===== src/rtl/bcd_pkg.sv =====
// Shared types and elaboration helpers for the multi-digit BCD-to-binary converter.
package bcd_pkg;

   typedef enum logic [1:0] {IDLE, COMP, DONE} bcd_state_t;

   localparam logic [3:0] BCD_MAX_DIGIT = 4'd9;

   // Smallest result width w with 2**w >= 10**digits.
   function automatic int min_bin_width(input int digits);
      longint p;
      int     w;
      p = 1;
      for (int i = 0; i < digits; i++) p = p * 10;
      w = 0;
      for (int i = 0; i < 62; i++)
         if ((longint'(1) << i) < p) w = i + 1;
      return w;
   endfunction

endpackage


===== src/rtl/bcd_digit_corr.sv =====
// Per-digit correction step of reverse double-dabble: subtract 3 from any digit >= 8.
module bcd_digit_corr (
   input  logic [3:0] digit_i,
   output logic [3:0] digit_o
);

   assign digit_o = (digit_i >= 4'd8) ? digit_i - 4'd3 : digit_i;

endmodule


===== src/rtl/bcd_to_bin_n.sv =====
// Iterative DIGITS-digit BCD-to-binary converter (shift right / correct), BIN_W cycles per conversion.
module bcd_to_bin_n
   import bcd_pkg::*;
#(
   parameter int DIGITS = 4,
   parameter int BIN_W  = 14
) (
   input  logic                  clk,
   input  logic                  reset,
   input  logic                  start,
   input  logic [4*DIGITS-1:0]   bcd_in,
   output logic                  ready,
   output logic                  done_tick,
   output logic                  err,
   output logic [BIN_W-1:0]      binary_value
);

   localparam int BCD_W = 4 * DIGITS;
   localparam int CNT_W = $clog2(BIN_W + 1);

   if (DIGITS < 1 || DIGITS > 8) begin : g_bad_digits
      $fatal(1, "bcd_to_bin_n: DIGITS must be in 1..8");
   end
   if (BIN_W < min_bin_width(DIGITS)) begin : g_bad_width
      $fatal(1, "bcd_to_bin_n: BIN_W too small to hold 10**DIGITS-1");
   end

   bcd_state_t        state_q;
   logic [BCD_W-1:0]  bcd_q, bcd_d, bcd_sh;
   logic [BIN_W-1:0]  bin_q, bin_d;
   logic [CNT_W-1:0]  cnt_q;
   logic [BIN_W-1:0]  result_q;
   logic              err_q, done_q;
   logic              bad_digit;

   // One right shift of the whole {digits, result} chain, then per-digit correction.
   assign {bcd_sh, bin_d} = {bcd_q, bin_q} >> 1;

   for (genvar g = 0; g < DIGITS; g++) begin : g_corr
      bcd_digit_corr u_corr (
         .digit_i (bcd_sh[4*g +: 4]),
         .digit_o (bcd_d[4*g +: 4])
      );
   end

   always_comb begin
      bad_digit = 1'b0;
      for (int k = 0; k < DIGITS; k++)
         if (bcd_in[4*k +: 4] > BCD_MAX_DIGIT) bad_digit = 1'b1;
   end

   always_ff @(posedge clk or posedge reset) begin
      if (reset) begin
         state_q  <= IDLE;
         bcd_q    <= '0;
         bin_q    <= '0;
         cnt_q    <= '0;
         result_q <= '0;
         err_q    <= 1'b0;
         done_q   <= 1'b0;
      end else begin
         done_q <= 1'b0;
         case (state_q)
            IDLE: begin
               if (start) begin
                  if (bad_digit) begin
                     result_q <= '0;
                     err_q    <= 1'b1;
                     done_q   <= 1'b1;
                     state_q  <= DONE;
                  end else begin
                     bcd_q   <= bcd_in;
                     bin_q   <= '0;
                     cnt_q   <= CNT_W'(BIN_W);
                     state_q <= COMP;
                  end
               end
            end
            COMP: begin
               bcd_q <= bcd_d;
               bin_q <= bin_d;
               cnt_q <= cnt_q - 1'b1;
               if (cnt_q == CNT_W'(1)) begin
                  result_q <= bin_d;
                  err_q    <= 1'b0;
                  done_q   <= 1'b1;
                  state_q  <= DONE;
               end
            end
            DONE:    state_q <= IDLE;
            default: state_q <= IDLE;
         endcase
      end
   end

   assign ready        = (state_q == IDLE);
   assign done_tick    = done_q;
   assign err          = err_q;
   assign binary_value = result_q;

endmodule


===== config.mk =====
export PLATFORM = sky130hd
export DESIGN_NAME = bcd_to_bin_n
export DESIGN_NICKNAME = d
export VERILOG_FILES = /design/src/rtl/bcd_pkg.sv /design/src/rtl/bcd_digit_corr.sv /design/src/rtl/bcd_to_bin_n.sv
export SDC_FILE = /design/constraint.sdc
export NUM_CORES = 1
export LEC_CHECK = 0
export CAP_MARGIN = 20
export CELL_PAD_IN_SITES_DETAIL_PLACEMENT = 1
export CELL_PAD_IN_SITES_GLOBAL_PLACEMENT = 2
export CORE_UTILIZATION = 35
export CTS_CLUSTER_SIZE = 40
export DETAILED_ROUTE_END_ITERATION = 16
export GPL_TIMING_DRIVEN = 0
export PLACE_DENSITY = 0.85
export SYNTH_ARGS = -nofsm -noshare
export SYNTH_HDL_FRONTEND = slang
export SYNTH_SLANG_ARGS = --single-unit

===== constraint.sdc =====
create_clock -name clk -period 2.2 [get_ports clk]
set_input_delay 0.33 -clock clk [delete_from_list [all_inputs] [get_ports clk]]
set_output_delay 0.33 -clock clk [all_outputs]
set_load 0.1 [all_outputs]

Yosys cells after proc, flatten, opt, wreduce, memory -nomap -nowiden
Index checks and enable logic that the tools add are counted.
{ "word_totals": {"wordCells": 64, "reg_bits": 52, "inputBits": 19, "output_inout_bits": 17} }
{ "op_classes": {"reduce_logical": 5, "n_lt_le_gt_ge": 8, "add_sub_neg": 5, "n_mux": 33, "eq_ne": 6} }
{ "op_table": {"columns": ["cell", "count"], "rows": [
  ["$mux W14", 5],
  ["$pmux W14 S2", 2],
  ["$mux W16", 2],
  ["$pmux W16 S2", 1],
  ["$mux W4", 6],
  ["$gt A4 B4 Y1 const B", 4],
  ["$ge A4 B4 Y1 const B", 3],
  ["$sub A4 B2 Y4 const B", 3],
  ["$mux W1", 10],
  ["$pmux W4 S2", 1],
  ["$mux W2", 3],
  ["$ne A2 B2 Y1 const B", 3],
  ["$eq A4 B1 Y1 const B", 1],
  ["$ge A3 B4 Y1 const B", 1],
  ["$pmux W1 S2", 2],
  ["$pmux W2 S2", 1],
  ["$reduce_and A4 Y1", 1],
  ["$sub A3 B2 Y4 const B", 1],
  ["$sub A4 B1 Y4 const B", 1],
  ["$reduce_and A3 Y1", 1],
  ["$eq A2 B1 Y1 const B", 1],
  ["$logic_not A2 Y1", 1],
  ["$ne A2 B1 Y1 const B", 1],
  ["$reduce_and A2 Y1", 1],
  ["$reduce_bool A2 Y1", 1]
]} }

Logic depth before layout (Yosys ltp)
Gate-level depths: netlist of the first run.
{ "depth": {"ltp_word": 8, "ltp_mapped": 8, "ltp_nobuf": 6} }

Cells and area by module
A second synthesis of the first run with hierarchy kept.
{ "unflattened": {"hier_cells": 303, "area_unflattened_um2": 2712.6} }
{ "by_module_without_submodules": {"columns": ["mod", "n_inst", "cells_each", "area_per_inst_um2", "seq_area_each_um2"], "rows": [
  ["bcd_to_bin_n", 1, 259, 2407.3, 1276.2],
  ["bcd_digit_corr", 4, 11, 76.3, 0.0]
]} }

Worst setup path before layout of the first run
No wires, ideal clock.
{ "synth_path": {"path_kind": "reg2reg", "start": "register state_q[0]", "end": "register bcd_q[11]", "synth_period_minus_slack_ns": 2.552, "arrival_ns": 2.422, "setup_time_ns": 0.130, "path_slack_ns": -0.352, "path_buffers": 1, "stages_incl_launch_ff": 6, "t_required_ns": 2.070, "cell_sequence": "dfrtp_1 buf_4 nor2_1 nand2_1 o32ai_1 a21oi_1"} }
{ "synth_between": {"elab_chain_cells": 3, "elab_cells_between_ends": 7, "classes_between": "eq/ne (3); mux (1); reduce/logical (3)"} }
{ "synth_lines": {"columns": ["element", "line", "rtl"], "rows": [
  ["start: declaration", "bcd_to_bin_n.sv:28", "bcd_state_t state_q;"],
  ["start signal: assignment", "bcd_to_bin_n.sv:54", "state_q <= IDLE;"],
  ["start signal: assignment", "bcd_to_bin_n.sv:70", "state_q <= DONE;"],
  ["start signal: assignment", "bcd_to_bin_n.sv:75", "state_q <= COMP;"],
  ["$logic_not A2 Y1 *", null, null],
  ["named net ready", "bcd_to_bin_n.sv:12", "output logic ready,"],
  ["$ne A2 B2 Y1 (no source line) or $reduce_bool A2 Y1 (tied branches)", null, null],
  ["$reduce_and A3 Y1 (no source line)", null, null],
  ["end signal: assignment", "bcd_to_bin_n.sv:72", "bcd_q <= bcd_in;"],
  ["end: declaration", "bcd_to_bin_n.sv:29", "logic [BCD_W-1:0] bcd_q, bcd_d, bcd_sh;"]
]} }
The timed path passes the listed nets; every way through them passes the cells marked *.
A chain may end at the register's enable or synchronous reset.

Worst setup path after layout of the first run
{ "layout_path": {"start": "register result_q[7] (netlist: binary_value[7])", "end": "output port binary_value[7]"} }
{ "layout_lines": {"columns": ["element", "line", "rtl"], "rows": [
  ["start: declaration", "bcd_to_bin_n.sv:32", "logic [BIN_W-1:0] result_q;"],
  ["start signal: assignment", "bcd_to_bin_n.sv:84", "result_q <= bin_d;"],
  ["end: declaration", "bcd_to_bin_n.sv:15", "output logic [BIN_W-1:0] binary_value"]
]} }
No word-level cell between the ends.

==> results.md, run 1 <==
- Outcome: completed
- Post-route clock period utilization: 97.8%
- Setup TNS: 0 ns
- Pre-CTS setup slack: -0.0217 ns
- WP depth: 1
- Area leader, netlist: dfrtp_1
- Placeable Area: 6390 µm²
- Antenna viol nets, final: 0
- TritonRoute pass-1 iters: 4
- Vias: 1763
- Adder-Cell Fraction of Synth Area: 4.28%
- Type of origin of the critical path: flip-flop
- Post-synth EDFFs: 0
- Hold Path Class: in -> async
- Setup CP Type: reg -> out
- Hold Slack: 0.285 ns
- Site Rows: 29
- Synth Area in Simple Gates: 7.60%
- Setup Viol. Count Final: 0
- Tmin final: 2.15 ns
- Combinational power share: 33.9%
- Die footprint: 7010 µm²
- Hold Buf Count CTS: 0
- Starting DRT DRC Count: 104
- Routed WL: 5770 µm
- Max-slew violations: 0
- Residual DRC count: 0
- Post-synthesis mux area share: 1.39%
- Setup crit end kind: primary output
- Top Family by Delay on Critical Path: buffers and inverters
- Mapped Area: 2340 µm²
- Global Route Usage Sum: 17.7%
- CP max FO: 2
- Clock Skew: 0.00753 ns
- Worst-Margin Slew: 0.983 ns
- CTS max path bufs: 2
- Pwr Density: 1130 nW/µm²
- Worst path cell trace: clkdlybuf4s50_1
- Flops & latches, synth: 51
- Final Hold Fails: 0
- Switching power: 1.22 mW
- Largest net degree at the start of global routing: 40
- Warnings, synthesis: 0
- Share of layout cells above drive strength 1: 11.2%
- CTS tree: done
- Post-synthesis cell type count: 40
- Internal: 2.11 mW
- VDD IR max: 0.384 mV
- Worst path max stage delay: 1.14 ns
- Clock group share of total power: 21.1%
- Post-route setup slack: 0.0482 ns
- Top cell type's share of synthesized area: 54.6%
- RSZ-0062 raised after global routing: false
- R2R cell count: 8
- Setup Fix Bufs, Post-CTS: 0
- Post-DP HPWL: 4060 µm
- Synth Area in XOR/XNOR: 2.62%
- Final cell count without fillers: 319
- CTS root buf: clkbuf_8
- CP max-delay cell: clkdlybuf4s50_1
- Compound-Gate Fraction of Synth Area: 24.1%
- Leakage: 1.38 nW
- Largest family of logic cells by synthesized area: compound AO/OA/AOI/OAI gates
- H-tree levels: 2
- CP arrival: 1.82 ns
- Die width: 83.7 µm
- Diode count: 0
- Sequential element share of the synthesized area: 54.6%
- Pwr Total: 3.33 mW
- Clock Sinks: 51
- Most common cell after layout, fill and taps aside: dfrtp_1
- Average routed wire per standard cell: 18.1 µm
- Vias in the first global route: 1895
- First-pass GRT wire length: 9730 µm
- Syn_area_per_cell: 11.8 µm²
- Placed insts: 311
- Fill count: 698
- Initial core utilization: 36.6%
- Flop pwr share: 45.0%
- Fin nets: 268
- Wl on met1: 2820 µm
- Routed met3 length: 139 µm
- Area Growth Syn to Fin: 25.7%
- DR top layer: met4
- Initial antenna violation count: 0
- Largest cells by area after synthesis: dfrtp_1 (55%), a22o_1 (11%), ha_1 (4.3%)
- Crit path buf inv count: 1
- Fmax achieved: 0.465 GHz
- Clock Latency Late Sink: 0.31 ns
- Max-cap violations: 0
- Worst Path Required: 1.87 ns
- Syn Inst Count: 198
- Global route overflow: 0
- IO Pins: 36
- Final GP Congestion: 0.764
- Worst slew margin: 34.4%
- Async SR Flop Fraction: 100%
- Clock-pin slew on the worst setup and hold paths: 0.10 ns
- Commonest cells after routing, fill and taps aside: dfrtp_1 (51), clkdlybuf4s50_1 (30), a22o_1 (29)
- Die span in y: 83.7 µm
- Sw frac: 36.7%
- Synth Flop Type: dfrtp_1
- WL met2: 2690 µm
- Syn nets: 225
- Cts bufs inserted: 5
- DR vias/cell: 5.53
- PortBufs: 35
[synthesized netlist by cell type, drive strengths merged, types with 2 or more instances]
cell type and n:
a22o 29, o211ai 2, o21ai 8, nor3 4, nand2b 2, nand2 10, clkbuf 4, ha 8
a21oi 5, o41ai 5, o32ai 3, xnor2 3, buf 7, nor2 5, xor2 4, a31oi 3
inv 16, a22oi 8, nor2b 3, and3 3, dfrtp 51, mux2 2, a221o 3
[power by group through the flow]
| stage | Combinational, mW | Clock, mW | Sequential (mW) |
|---|---|---|---|
| 2_1_floorplan | 0.829 | 0 | 1.48 |
| 3_3_place_gp | 1.09 | 0 | 1.51 |
| 3_5_place_dp | 1.14 | 0 | 1.52 |
| 4_1_cts | 1.14 | 0.725 | 1.50 |
| 5_1_grt | 1.26 | 0.759 | 1.55 |
| 6_report | 1.13 | 0.701 | 1.50 |
[kinds of logic (layout without fill, tap and decap cells)]
kind of cell	after synthesis	after routing
AND/OR/NAND/NOR	33	33
XOR/XNOR	7	7
buffers and inverters	27	71
multiplexers	3	3
AO/OA/AOI/OAI	69	69
flip-flops	51	51
adder cells (fa/ha/maj)	8	8
[cell type report]
type | instances | area (µm²) | area share [%]
Sequential cell | 51 | 1280 | 43.4
Tap cell | 77 | 96.3 | 3.28
Timing Repair Buffer | 36 | 382 | 13.0
Clock buffer | 6 | 82.6 | 2.81
Clock inverter | 2 | 38.8 | 1.32
Buffer | 11 | 65.1 | 2.21
Inverter | 16 | 60.1 | 2.04
Multi-Input combinational cell | 120 | 938 | 31.9
[metrics by stage]
step | area (µm²) | utilization [%]
floorplan | 2340 | -
global placement | 2790 | 43.6
detailed placement | 2810 | 43.9
CTS | 2930 | 45.9
global route | 2940 | 46.0
finish | 2940 | 46.0
[worst reg2reg max path: cells and delay by family, from the launching register on]
family,cells,cell delay (ns)
AND/OR/NAND/NOR,2,0.42
buffers and inverters,3,0.46
AO/OA/AOI/OAI,2,0.26
flip-flops,1,0.39
adder cells (fa/ha/maj),1,0.15
[routing by layer]
metal	up-vias	GRT usage (%)
li1	817	-
met2	32	27.9
met4	0	7.55
met5	-	0
met3	10	2.37
met1	904	24.6
[worst paths after layout]
check,startpoint,to,slack [ns]
worst min register to register,bcd_q[15]$_DFFE_PP0P_,bcd_q[15]$_DFFE_PP0P_,0.49
min in group clk,bcd_q[15]$_DFFE_PP0P_,bcd_q[15]$_DFFE_PP0P_,0.49
worst max register to register,cnt_q[1]$_DFFE_PP0P_,binary_value[12]$_DFFE_PP0P_,0.40
worst min-delay path,reset,binary_value[11]$_DFFE_PP0P_,0.29
max in group asynchronous,reset,bin_q[1]$_DFFE_PP0P_,1.41
worst max-delay path,binary_value[7]$_DFFE_PP0P_,binary_value[7],0.05
[registers in the layout, indices dropped and copies added (netlist names)]
register and cells:
cnt_q 4, err 1, binary_value 14, bcd_q 16, bin_q 13, state_q 2
done_tick 1
[repair_timing]
action	CTS	global route
gates cloned	0	0
endpoints found under the setup margin	1	4
resized for setup	3	4
No activity file was read; power rests on OpenSTA's default activity.
==> run 2: changes to the inputs <==
clock period = 2.3 ns   (was 2.2 ns; I/O delays follow)
==> results.md, run 2 (synthesized netlist as in run 1, its figures left out) <==
- RSZ-0062 raised after global routing: false
- Die span in y: 83.7 µm
- VDD IR max: 0.367 mV
- Most common cell after layout, fill and taps aside: dfrtp_1
- Site Rows: 29
- First-pass GRT wire length: 9720 µm
- Clock Latency Late Sink: 0.31 ns
- Combinational power share: 33.8%
- Sw frac: 36.8%
- Max-cap violations: 0
- Antenna viol nets, final: 0
- Fin nets: 268
- Worst path cell trace: clkdlybuf4s50_1
- Worst slew margin: 34.4%
- Hold Path Class: in -> async
- Setup TNS: 0 ns
- Final GP Congestion: 0.764
- Clock Sinks: 51
- Die width: 83.7 µm
- Pwr Density: 1090 nW/µm²
- Top Family by Delay on Critical Path: buffers and inverters
- Worst path max stage delay: 1.14 ns
- IO Pins: 36
- Residual DRC count: 0
- Crit path buf inv count: 1
- Reg with most FFs: bcd_q
- Placed insts: 311
- R2R Setup Slk: 0.50 ns
- Worst-Margin Slew: 0.981 ns
- Vias in the first global route: 1893
- Clock group share of total power: 21.2%
- Setup crit end kind: primary output
- Diode count: 0
- Post-route clock period utilization: 94.7%
- Leakage: 1.33 nW
- Initial core utilization: 36.6%
- CTS root buf: clkbuf_8
- Clock Skew: 0.0103 ns
- Global route overflow: 0
- Routed WL: 5740 µm
- Max-slew violations: 0
- Max FFs per register: 16
- Vias: 1755
- Setup crit start: err$_DFFE_PP0P_
- Worst Path Required: 1.96 ns
- Outcome: completed
- Clock-pin slew on the worst setup and hold paths: 0.10 ns
- Global Route Usage Sum: 17.7%
- Internal: 2.01 mW
- Switching power: 1.17 mW
- TritonRoute pass-1 iters: 4
- Starting DRT DRC Count: 102
- CP arrival: 1.83 ns
- Flop pwr share: 45.0%
- R2R cell count: 8
- CP max FO: 2
- Cts bufs inserted: 5
- Worst flop-to-flop path startpoint: cnt_q[1]$_DFFE_PP0P_
- Post-DP HPWL: 4060 µm
- Share of layout cells above drive strength 1: 11.2%
- Final cell count without fillers: 319
- Average routed wire per standard cell: 18.0 µm
- Fmax achieved: 0.459 GHz
- Commonest cells after routing, fill and taps aside: dfrtp_1 (51), clkdlybuf4s50_1 (34), a22o_1 (29)
- Final Hold Fails: 0
- CTS max path bufs: 2
- Area Growth Syn to Fin: 25.1%
- Setup CP Type: reg -> out
- Die footprint: 7010 µm²
- Largest net degree at the start of global routing: 40
- PortBufs: 35
- Placeable Area: 6390 µm²
- CP max-delay cell: clkdlybuf4s50_1
- Setup Viol. Count Final: 0
- DR vias/cell: 5.50
- Hold Buf Count CTS: 0
- H-tree levels: 2
- Worst reg2reg path endpoint: binary_value[12]$_DFFE_PP0P_
- Tmin final: 2.18 ns
- Type of origin of the critical path: flip-flop
- CTS tree: done
- Initial antenna violation count: 0
[run 2: cell type report]
class                      instances  area, µm²
tap                               77       96.3
buffer                            11       65.1
clock buffer                       6       82.6
multi-input combinational        120        938
inverter                          16       60.1
clock inverter                     2       38.8
timing repair buffer              36        365
fill                             700       3460
sequential                        51       1280
[run 2: worst max path at each step]
stage                                        to  slack, ns  depth (start not counted)
after CTS                                 ready       0.02                          3
after floorplan           bcd_q[11]$_DFFE_PP0P_       0.30                          5
after global placement    bcd_q[10]$_DFFE_PP0P_      -0.30                          2
after detailed placement  bcd_q[12]$_DFFE_PP0P_       0.06                          6
final                                       err       0.12                          1
after global routing           binary_value[10]       0.08                          1
[run 2: per-layer routing]
| layer | global-route usage (%) | wire length [µm] |
|---|---|---|
| met5 | 0 | 0 |
| met2 | 27.7 | 2680 |
| met4 | 7.55 | 124 |
| met1 | 24.6 | 2800 |
| met3 | 2.37 | 134 |
[run 2: timing repair]
item / in CTS / in global routing
endpoints found under the setup margin: 1 / 1
pin swaps: 0 / 0
setup buffers: 0 / 0
cloned: 0 / 0
resized for setup: 2 / 1
[run 2: worst register-to-register path, cell delays in order (launching register included)]
cell and delay, ns:
dfrtp_1 0.39, inv_1 0.10, ha_1 0.15, nor3b_1 0.25, and2_1 0.17, buf_4 0.16, a21oi_4 0.07, buf_4 0.20
a22o_1 0.19
[run 2: through the flow]
stage	setup WS (ns)	hold WS [ns]	area (µm²)	power, mW	utilization, %
2_1_floorplan	0.297	0.457	2340	2.21	-
3_3_place_gp	-0.299	0.468	2790	2.48	43.6
3_5_place_dp	0.0633	0.473	2810	2.54	43.9
4_1_cts	0.0195	0.307	2930	3.22	45.8
5_1_grt	0.0774	0.320	2920	3.41	45.8
6_report	0.121	0.298	2920	3.18	45.8
[run 2: power by group through the flow]
stage	sequential [mW]	combinational (mW)	clock, mW
CTS	1.44	1.09	0.693
floorplan	1.42	0.793	0
global placement	1.44	1.04	0
finish	1.43	1.08	0.674
detailed placement	1.46	1.09	0
global route	1.49	1.20	0.726
==> run 3: changes to the inputs <==
==> constraint.sdc (replaced) <==
create_clock -name clk -period 2.3 [get_ports clk]
set_input_delay 0.46 -clock clk [delete_from_list [all_inputs] [get_ports clk]]
set_output_delay 0.46 -clock clk [all_outputs]
set_load 0.1 [all_outputs]
==> results.md, run 3 (synthesized netlist as in run 1, its figures left out) <==
- Reg with most FFs: bcd_q
- Vias: 1764
- Fmax achieved: 0.443 GHz
- Clock-pin slew on the worst setup and hold paths: 0.10 ns
- Fill count: 696
- Diode count: 0
- Initial core utilization: 36.6%
- Worst Path Required: 1.84 ns
- Residual DRC count: 0
- Post-route setup slack: 0.0417 ns
- Setup Viol. Count Final: 0
- Area Growth Syn to Fin: 26.1%
- Setup CP Type: reg -> out
- CTS tree: done
- Hold Buf Count CTS: 0
- H-tree levels: 2
- Routed WL: 5770 µm
- Setup Fix Bufs, Post-CTS: 0
- Share of layout cells above drive strength 1: 11.2%
- Pwr Density: 1080 nW/µm²
- Site Rows: 29
- Cts bufs inserted: 5
- CTS root buf: clkbuf_8
- Average routed wire per standard cell: 18.1 µm
- Antenna viol nets, final: 0
- Die span in y: 83.7 µm
- Vias in the first global route: 1895
- Worst path cell trace: clkdlybuf4s50_1
- Crit path buf inv count: 1
- Fin nets: 268
- Final GP Congestion: 0.764
- Initial antenna violation count: 0
- Clock Latency Late Sink: 0.31 ns
- RSZ-0062 raised after global routing: false
- First-pass GRT wire length: 9730 µm
- R2R cell count: 8
- Die width: 83.7 µm
- Max-slew violations: 0
- Max FFs per register: 16
- TritonRoute pass-1 iters: 4
- VDD IR max: 0.367 mV
- Cts repair resizes: 6
- Max-cap violations: 0
- Clock Sinks: 51
- Die footprint: 7010 µm²
- Pre-CTS setup slack: -0.0517 ns
- Setup crit end kind: primary output
- Final Hold Fails: 0
- DR vias/cell: 5.53
- CTS max path bufs: 2
- Worst reg2reg path endpoint: binary_value[12]$_DFFE_PP0P_
- Tmin final: 2.26 ns
- Pwr Total: 3.18 mW
- PortBufs: 35
- Most common cell after layout, fill and taps aside: dfrtp_1
- Global Route Usage Sum: 17.7%
- R2R Setup Slk: 0.50 ns
- Worst-Margin Slew: 0.983 ns
- Top Family by Delay on Critical Path: buffers and inverters
- CP max FO: 2
- Hold Path Class: in -> async
- Type of origin of the critical path: flip-flop
- Outcome: completed
- Worst flop-to-flop path startpoint: cnt_q[1]$_DFFE_PP0P_
- Worst path max stage delay: 1.13 ns
- Worst slew margin: 34.4%
- Final instance area: 2950 µm²
- DP Area: 2810 µm²
- IO Pins: 36
- Clock Skew: 0.00803 ns
- Placeable Area: 6390 µm²
- Starting DRT DRC Count: 95
- CP arrival: 1.80 ns
- Global route overflow: 0
- Leakage: 1.50 nW
- CP max-delay cell: clkdlybuf4s50_1
- Post-DP HPWL: 4060 µm
- Largest net degree at the start of global routing: 40
- Commonest cells after routing, fill and taps aside: dfrtp_1 (51), a22o_1 (29), clkdlybuf4s50_1 (22)
- Post-route clock period utilization: 98.2%
[run 3: cell types whose count changed in the layout (fill, tap and decap cells not counted), sizes merged]
cell and change:
clkdlybuf4s50 -12, dlymetal6s2s +9, dlygate4sd2 +3, clkbuf -1
clkdlybuf4s15 +1
[run 3: worst register-to-register path, delay by kind of cell, from the launching register on]
| family | cells | cell delay [ns] |
|---|---|---|
| adder cells (fa/ha/maj) | 1 | 0.15 |
| buffers and inverters | 3 | 0.46 |
| flip-flops | 1 | 0.39 |
| AO/OA/AOI/OAI | 2 | 0.26 |
| AND/OR/NAND/NOR | 2 | 0.42 |
[run 3: layout make-up]
class,count,area [µm²],area share [%]
clock inverters,2,38.8,1.32
inverters,16,60.1,2.04
flip-flops and latches,51,1280,43.3
repair buffers,36,390,13.2
multi-input cells,120,938,31.8
well taps,77,96.3,3.27
clock buffers,6,82.6,2.80
plain buffers,11,65.1,2.21
[run 3: power breakdown]
| group | internal (mW) | switching (mW) | leakage, nW | total [mW] |
|---|---|---|---|---|
| clock network | 0.358 | 0.311 | 0.0618 | 0.670 |
| logic | 0.487 | 0.593 | 0.791 | 1.08 |
| registers | 1.17 | 0.263 | 0.650 | 1.43 |
| total | 2.02 | 1.17 | 1.50 | 3.18 |
[run 3: worst max-delay path by stage]
stage | slack, ns | end | cells past startpoint | startpoint
after detailed placement | -0.05 | bcd_q[12]$_DFFE_PP0P_ | 6 | bcd_in[6]
after floorplan | 0.30 | bcd_q[11]$_DFFE_PP0P_ | 5 | state_q[0]$_DFFE_PP0P_
after global placement | -0.41 | bcd_q[10]$_DFFE_PP0P_ | 2 | reset
after global routing | 0.004 | binary_value[4] | 1 | binary_value[4]$_DFFE_PP0P_
after CTS | 0.002 | binary_value[9] | 1 | binary_value[9]$_DFFE_PP0P_
final | 0.04 | binary_value[8] | 1 | binary_value[8]$_DFFE_PP0P_
[run 3: stage by stage]
stage                     util, %  instances  setup TNS [ns]  hold slack, ns
final                        46.2        319               0           0.416
after floorplan                 -        198               0           0.457
after detailed placement     43.9        311          -0.164           0.473
after global routing         46.2        319               0           0.435
after CTS                    45.8        319               0           0.422
after global placement       43.6        310          -21.44           0.468
[run 3: metal layers]
metal  global-route usage (%)  up-vias  wire length (µm)  part of all wire [%]
met3                     2.37       10               119                   2.1
li1                         -      816                 -                     -
met4                     7.55        0               124                   2.2
met1                     24.6      913              2830                    49
met5                        0        -                 0                     0
met2                     27.9       25              2700                    47
